==> config.mk <==
export PLATFORM = sky130hd
export DESIGN_NAME = gene_clk_prog
export DESIGN_NICKNAME = d
export VERILOG_FILES = /design/src/rtl/gene_clk_prog.sv
export SDC_FILE = /design/constraint.sdc
export NUM_CORES = 1
export LEC_CHECK = 0
export CORE_MARGIN = 2
export CORE_UTILIZATION = 60
export DETAILED_ROUTE_END_ITERATION = 6
export PLACE_DENSITY = 0.77
export SLEW_MARGIN = 20
export SYNTH_ARGS = -nofsm -noshare
export SYNTH_HDL_FRONTEND = slang
export SYNTH_SLANG_ARGS = --single-unit
==> constraint.sdc <==
create_clock -name clk_50 -period 15.3 [get_ports clk_50]
set_input_delay 3.06 -clock clk_50 [delete_from_list [all_inputs] [get_ports clk_50]]
set_output_delay 3.06 -clock clk_50 [all_outputs]
set_load 0.01 [all_outputs]
==> src/rtl/gene_clk_prog.sv <==
// Programmable multi-channel clock divider: NB_CH independent divided clocks with
// glitch-free divisor updates at period boundaries and a global phase-realign strobe.
module gene_clk_prog #(
   parameter int NB_CH       = 4,
   parameter int DIV_W       = 26,
   parameter int DEFAULT_DIV = 50_000_000
) (
   input  logic                     clk_50,
   input  logic                     reset_n,
   input  logic                     wr_en,
   input  logic [$clog2(NB_CH)-1:0] wr_ch,
   input  logic [DIV_W-1:0]         wr_div,
   input  logic [NB_CH-1:0]         ch_en,
   input  logic                     sync,
   output logic [NB_CH-1:0]         clk_out,
   output logic [NB_CH-1:0]         tick
);

   localparam int               CH_W    = $clog2(NB_CH);
   localparam logic [DIV_W-1:0] DEF_DIV = DIV_W'(DEFAULT_DIV);
   localparam logic [DIV_W-1:0] MIN_DIV = DIV_W'(2);
   localparam logic [DIV_W-1:0] ONE     = DIV_W'(1);

   // Reset asserts asynchronously; release is re-timed through two flops so
   // counting begins on a clean edge.
   logic [1:0] rst_pipe_q;
   logic       run;

   always_ff @(posedge clk_50 or negedge reset_n) begin
      if (!reset_n) begin
         rst_pipe_q <= 2'b00;
      end else begin
         rst_pipe_q <= {rst_pipe_q[0], 1'b1};
      end
   end

   assign run = rst_pipe_q[1];

   generate
      for (genvar gi = 0; gi < NB_CH; gi++) begin : g_ch
         logic [DIV_W-1:0] act_q, act_d;
         logic [DIV_W-1:0] pend_q, pend_d;
         logic [DIV_W-1:0] cpt_q, cpt_d;
         logic [DIV_W-1:0] eff, eff_d;
         logic             en_q;
         logic             clk_q, clk_d;
         logic             tick_q, tick_d;
         logic             wr_hit, wrap, restart, load;

         always_comb begin
            wr_hit  = wr_en && (wr_ch == CH_W'(gi));
            pend_d  = wr_hit ? wr_div : pend_q;
            eff     = (act_q < MIN_DIV) ? MIN_DIV : act_q;
            wrap    = en_q && ch_en[gi] && (cpt_q == eff - ONE);
            // A fresh enable or a sync both restart the period without a tick.
            restart = ch_en[gi] && (!en_q || sync);
            load    = !ch_en[gi] || restart || wrap;
            act_d   = load ? pend_d : act_q;
            eff_d   = (act_d < MIN_DIV) ? MIN_DIV : act_d;

            if (!ch_en[gi] || restart || wrap) begin
               cpt_d = '0;
            end else begin
               cpt_d = cpt_q + ONE;
            end

            tick_d = wrap && !restart;
            clk_d  = ch_en[gi] && (cpt_d < (eff_d >> 1));
         end

         always_ff @(posedge clk_50 or negedge reset_n) begin
            if (!reset_n) begin
               act_q  <= DEF_DIV;
               pend_q <= DEF_DIV;
               cpt_q  <= '0;
               en_q   <= 1'b0;
               clk_q  <= 1'b0;
               tick_q <= 1'b0;
            end else if (!run) begin
               act_q  <= DEF_DIV;
               pend_q <= DEF_DIV;
               cpt_q  <= '0;
               en_q   <= 1'b0;
               clk_q  <= 1'b0;
               tick_q <= 1'b0;
            end else begin
               act_q  <= act_d;
               pend_q <= pend_d;
               cpt_q  <= cpt_d;
               en_q   <= ch_en[gi];
               clk_q  <= clk_d;
               tick_q <= tick_d;
            end
         end

         assign clk_out[gi] = clk_q;
         assign tick[gi]    = tick_q;
      end
   endgenerate

endmodule
==> results.sh, run 1 <==
export IMPL_yosys_area_top_type="dfrtp_1"
export IMPL_synthFlopType="dfrtp_1"
export IMPL_clk_pin_slew_ns=0.06
export IMPL_critPathLaunch="g_ch[0].act_q[4]"
export IMPL_worst_path_buf_inv=2
export IMPL_grt_start_max_net_pins=142
export IMPL_hold_buffers=0
export IMPL_pwr_share_seq_pct=45.5
export IMPL_top_layer="met4"
export IMPL_synthSimpleGateAreaFrac_pct=26.6
export IMPL_power_density_nw_per_um2=85.3
export IMPL_postRouteAntennaNets=0
export IMPL_ir_drop_v=0.0000771
export IMPL_yosys_area_share_xor_xnor_pct=8.06
export IMPL_synth_cells=2453
export IMPL_status="finished clean"
export IMPL_final_cells=2903
export IMPL_die_w_um=195
export IMPL_dieArea_um2=38000
export IMPL_max_slew_margin_rel_pct=35.3
export IMPL_die_y_um=195
export IMPL_met1Wirelength_um=27200
export IMPL_wl_met3_um=3880
export IMPL_setup_viol=0
export IMPL_slowest_stage="o31ai_4"
export IMPL_wl_um=60000
export IMPL_fmax_mhz=117
export IMPL_std_cell_rows=69
export IMPL_post_cts_buffers=0
export IMPL_grt_pass1_wl_um=98000
export IMPL_final_cell_mix="nor2_1 (326), dfrtp_1 (229), nand2_1 (204)"
export IMPL_p_int_mw=1.49
export IMPL_coreArea_um2=35700
export IMPL_cts_resized=0
export IMPL_grt_pass1_vias=17823
export IMPL_final_layout_size_suffix_gt1_share_pct=11.8
export IMPL_power_leakage_nw=10.1
export IMPL_hold_class="reg -> reg"
export IMPL_synth_edf_count=0
export IMPL_synth_mux_area_share_pct=7.30
export IMPL_arrival_ns=9.04
export IMPL_hp_start="rst_pipe_q[0]"
export IMPL_cts_root_buf="clkbuf_16"
export IMPL_ys_warn_count=0
export IMPL_reg2reg_from="g_ch[0].act_q[4]"
export IMPL_numPortBuffers=43
export IMPL_end_kind="flop"
export IMPL_rsz0062_at_grt="no"
export IMPL_ys_seq_area_share_pct=37.8
export IMPL_wl_met2_um=27200
export IMPL_antenna_found_initial=0
export IMPL_first_pass_iters=6
export IMPL_hold_viol_final=0
export IMPL_synthTopCellsByArea="dfrtp_1 (26%), dfstp_2 (12%), ha_1 (5.9%)"
export IMPL_synth_top_family_by_area="simple AND/OR/NAND/NOR gates"
export IMPL_cp_max_fo=82
export IMPL_p_sw_share_pct=26.1
export IMPL_grt_use_total_pct=32.0
export IMPL_fin_nets=2553
export IMPL_syn_to_final_growth_pct=8.15
export IMPL_post_dp_hpwl_um=43800
export IMPL_overflow=0
export IMPL_skew_ns=0.0183
export IMPL_p_switching_mw=0.528
export IMPL_cts_buffers=37
export IMPL_cts_path_max_buffers=3
export IMPL_clk_latency_ns=0.55
export IMPL_path_class="reg -> reg"
export IMPL_min_period_ns=8.57
export IMPL_synth_top_area_share_pct=26.3
export IMPL_gp_congestion=0.976
export IMPL_startpoint_type="flop"
export IMPL_worstPathRequired_ns=15.77
export IMPL_wl_per_cell_um=20.7
export IMPL_pin_count=44
export IMPL_drt_iter0_markers=1501
export IMPL_synth_seq_cells=326
export IMPL_syn_nets=2593
export IMPL_antennaDiodeCount=0
export IMPL_synth_compound_area_share_pct=10.5
export IMPL_post_route_period_util_pct=56.0
export IMPL_initial_utilization_pct=61.3
export IMPL_slew_viol_final=0
export IMPL_combinationalPowerShare_pct=10.3
export IMPL_crit_family="simple AND/OR/NAND/NOR gates"
export IMPL_syn_area_per_cell_um2=8.93
export IMPL_setup_tns_final_ns=0
export IMPL_synth_async_reset_ratio_pct=100
export IMPL_syn_cell_area_um2=21900
export IMPL_cap_violations=0
export IMPL_h_tree_depth=2
export IMPL_tightest_slew_ns=0.971
export IMPL_final_common_cell="nor2_1"
export IMPL_drcViolationCount=0
export IMPL_pwr_share_clk_pct=44.2
export IMPL_cts_tree="built"
export IMPL_critPathMaxStageDelay_ns=0.88
export IMPL_viasPerCell=6.39
export IMPL_dpl_cell_count=2835
export IMPL_ys_types=86
export IMPL_clock_sinks=326
export IMPL_vias=18547
export IMPL_synthAdderAreaFrac_pct=5.99
[logic make-up after synthesis]
group	Yosys count
flops	326
simple gates	1137
compound gates	342
fa+ha+maj	105
mux	153
xor+xnor	198
buf+inv	191
other cells	1
[through the flow]
| stage | hold WS (ns) | area, um2 | power (mW) | setup slack (ns) | utilization (%) |
|---|---|---|---|---|---|
| final | 0.349 | 23700 | 2.02 | 6.73 | 66.3 |
| after global routing | 0.360 | 23700 | 2.09 | 6.12 | 66.3 |
| after CTS | 0.351 | 23700 | 2.03 | 6.91 | 66.3 |
| after detailed placement | 0.338 | 22500 | 1.14 | 6.90 | 62.9 |
| after global placement | 0.333 | 22500 | 1.13 | 6.99 | 62.9 |
| after floorplan | 0.331 | 21900 | 1.05 | 8.73 | - |
[Yosys cell counts, drive strengths merged, types with 27 or more instances]
library cell / count
nor4: 66
xnor2: 92
clkbuf: 85
buf: 54
a21oi: 68
o21ai: 101
nand2: 205
or4: 30
dfstp: 96
xor2: 104
mux2i: 99
or2: 63
nand3: 93
ha: 104
nor3: 129
nor2: 326
inv: 52
dfrtp: 230
nand4: 44
mux2: 54
nor2b: 27
[worst paths after layout]
| kind | end | slack, ns | depth (start not counted) |
|---|---|---|---|
| max | g_ch[0].clk_q | 6.73 | 25 |
| max in group asynchronous | g_ch[2].cpt_q[10] | 11.16 | 2 |
| min in group asynchronous | g_ch[1].cpt_q[0] | 2.56 | 1 |
| max reg2reg | g_ch[0].clk_q | 6.73 | 25 |
| min reg2reg | rst_pipe_q[1] | 0.35 | 0 |
| min | rst_pipe_q[1] | 0.35 | 0 |
[metal layers]
metal / global-route usage (%) / vias up
met1: 46.8 / 9082
met2: 49.8 / 690
met3: 3.68 / 113
met5: 0 / -
li1: - / 8662
met4: 10.4 / 0
[power groups by stage]
stage / Clock [mW] / Sequential, mW / Combinational (mW)
final: 0.893 / 0.919 / 0.208
after global routing: 0.940 / 0.922 / 0.229
after CTS: 0.904 / 0.918 / 0.206
after detailed placement: 0 / 0.932 / 0.204
after global placement: 0 / 0.931 / 0.200
after floorplan: 0 / 0.917 / 0.135
[area by class of cell]
| type | instances | area, um2 |
|---|---|---|
| Clock buffer | 63 | 1150 |
| Tap cell | 461 | 577 |
| Inverter | 52 | 198 |
| Clock inverter | 5 | 53.8 |
| Multi-Input combinational cell | 1936 | 12900 |
| Sequential cell | 326 | 8280 |
| Fill cell | 2918 | 12100 |
| Timing Repair Buffer | 60 | 576 |
[registers in the layout, indices dropped and copies added, names as in the netlist]
register	flops
g_ch.act_q	104
rst_pipe_q	2
g_ch.cpt_q	104
g_ch.clk_q	4
g_ch.en_q	4
g_ch.tick_q	4
g_ch.pend_q	104
Power figures use the tool's default switching activity.
==> run 2: changes to the inputs <==
- clock period: 15.3 -> 8.5 ns (I/O delays scaled with it)
==> run 2 against run 1 <==
Against the previous run: global-route usage fell by 0.47 points; largest cell class unchanged; largest power group is now the clock network; first-iteration DRC count fell by 5.1%; setup slack got worse by 6.1 ns; sequential share of layout area fell by 0.32 points; final cell count rose by 0.24%.
==> results.sh, run 2 (synthesis gave the netlist of run 1 again) <==
export IMPL_status="finished clean"
export IMPL_coreArea_um2=35700
export IMPL_dpl_cell_area_um2=22500
export IMPL_design_area_um2=23900
export IMPL_die_w_um=195
export IMPL_initial_utilization_pct=61.3
export IMPL_die_y_um=195
export IMPL_multi_input_area_um2=12800
export IMPL_setup_tns_final_ns=0
export IMPL_hold_class="reg -> reg"
export IMPL_numPortBuffers=43
export IMPL_max_slew_margin_rel_pct=26.3
export IMPL_fillers=2928
export IMPL_setup_viol=0
export IMPL_tightest_slew_ns=1.10
export IMPL_grt_use_total_pct=31.5
export IMPL_grt_pass1_vias=18111
export IMPL_seqCellArea_um2=8280
export IMPL_place_ws_ns=0.682
export IMPL_slew_viol_final=0
export IMPL_gp_congestion=0.932
export IMPL_antenna_found_initial=2
export IMPL_hp_start="rst_pipe_q[0]"
export IMPL_first_pass_iters=6
export IMPL_final_cells=2910
export IMPL_startpoint_type="flop"
export IMPL_cap_violations=0
export IMPL_path_class="reg -> reg"
export IMPL_cts_buffers=39
export IMPL_overflow=0
export IMPL_hold_viol_final=0
export IMPL_drcViolationCount=0
export IMPL_critPathLaunch="g_ch[0].act_q[4]"
export IMPL_dieArea_um2=38000
export IMPL_fin_nets=2559
export IMPL_viasPerCell=6.38
export IMPL_post_route_period_util_pct=92.5
export IMPL_wl_um=59700
export IMPL_clock_sinks=326
export IMPL_whs_ns=0.354
export IMPL_fmax_mhz=127
export IMPL_cts_path_max_buffers=3
export IMPL_clk_latency_ns=0.53
export IMPL_pin_count=44
export IMPL_final_common_cell="nor2_1"
export IMPL_cts_root_buf="clkbuf_16"
export IMPL_skew_ns=0.0168
export IMPL_antennaDiodeCount=0
export IMPL_post_cts_buffers=0
export IMPL_cts_tree="built"
export IMPL_worstPathRequired_ns=8.95
export IMPL_final_layout_size_suffix_gt1_share_pct=12.5
export IMPL_cp_max_fo=63
export IMPL_power_density_nw_per_um2=158
export IMPL_end_kind="flop"
export IMPL_arrival_ns=8.31
export IMPL_wl_per_cell_um=20.5
export IMPL_std_cell_rows=69
export IMPL_p_total_mw=3.78
export IMPL_h_tree_depth=2
export IMPL_ir_drop_v=0.000158
export IMPL_grt_start_max_net_pins=167
export IMPL_hold_buffers=0
export IMPL_final_util_pct=66.9
export IMPL_grt_pass1_wl_um=97000
export IMPL_min_period_ns=7.86
export IMPL_clk_pin_slew_ns=0.06
export IMPL_cts_resized=0
export IMPL_reg2reg_from="g_ch[0].act_q[4]"
export IMPL_post_dp_hpwl_um=43900
export IMPL_fin_ws_ns=0.639
export IMPL_postRouteAntennaNets=0
export IMPL_final_cell_mix="nor2_1 (326), dfrtp_1 (229), nand2_1 (204)"
export IMPL_rsz0062_at_grt="no"
export IMPL_power_leakage_nw=10.3
export IMPL_vias=18578
export IMPL_top_regs="g_ch.act_q: 104 flops, g_ch.cpt_q: 104 flops, g_ch.pend_q: 104 flops"
export IMPL_drt_iter0_markers=1425
export IMPL_syn_to_final_growth_pct=9.14
export IMPL_dpl_cell_count=2839
-- run 2: changes by cell type in the layout (fill, tap and decap cells not counted), sizes merged --
cell,previous run,this run
buf,18,22
bufinv,1,3
clkbuf,63,60
clkinv,3,6
clkinvlp,0,2
inv,53,52
-- run 2: where the power goes --
part	internal [mW]	switching, mW	leakage [nW]
clock	1.08	0.664	0.672
combinational	0.137	0.241	5.40
sequential	1.60	0.0488	4.18
-- run 2: path summary, 6_finish.rpt --
| path | end | slack (ns) | cells after the start |
|---|---|---|---|
| max in group asynchronous | rst_pipe_q[1] | 5.91 | 2 |
| hold / removal | rst_pipe_q[1] | 0.35 | 0 |
| setup reg to reg | g_ch[0].clk_q | 0.64 | 24 |
| setup / recovery | g_ch[0].clk_q | 0.64 | 24 |
| hold reg to reg | rst_pipe_q[1] | 0.35 | 0 |
| min in group asynchronous | g_ch[1].cpt_q[0] | 1.19 | 1 |
-- run 2: worst max-delay path, cell delays in order, from the launching register on --
cell       delay (ns)
dfrtp_1          0.45
or4_1            0.64
nor4_1           0.67
nand2_1          0.23
nand2_1          0.13
ha_1             0.22
or4b_1           0.55
nor4_2           0.56
nand3_1          0.13
a2bb2oi_1        0.18
a2111oi_0        0.42
nand4_1          0.26
o31ai_4          0.78
buf_12           0.33
buf_4            0.27
nor2_1           0.08
ha_1             0.31
a21oi_1          0.16
nor2b_1          0.06
a2111oi_0        0.56
o31ai_1          0.17
a21oi_1          0.19
nand2_1          0.09
and3b_1          0.17
nor3_1           0.17
-- run 2: metal layers --
layer  vias to the layer above  part of all wire [%]  GRT usage (%)
met2                       682                    45           49.9
met5                         -                     0              0
li1                       8676                     -              -
met4                         0                   3.5           10.9
met1                      9074                    45           45.4
met3                       146                   6.1           3.33
-- run 2: final cells by class --
class	instances	area share (%)
Multi-Input combinational cell	1936	53.8
Tap cell	461	2.41
Clock inverter	11	0.581
Clock buffer	60	5.14
Timing Repair Buffer	64	2.64
Sequential cell	326	34.6
Inverter	52	0.827
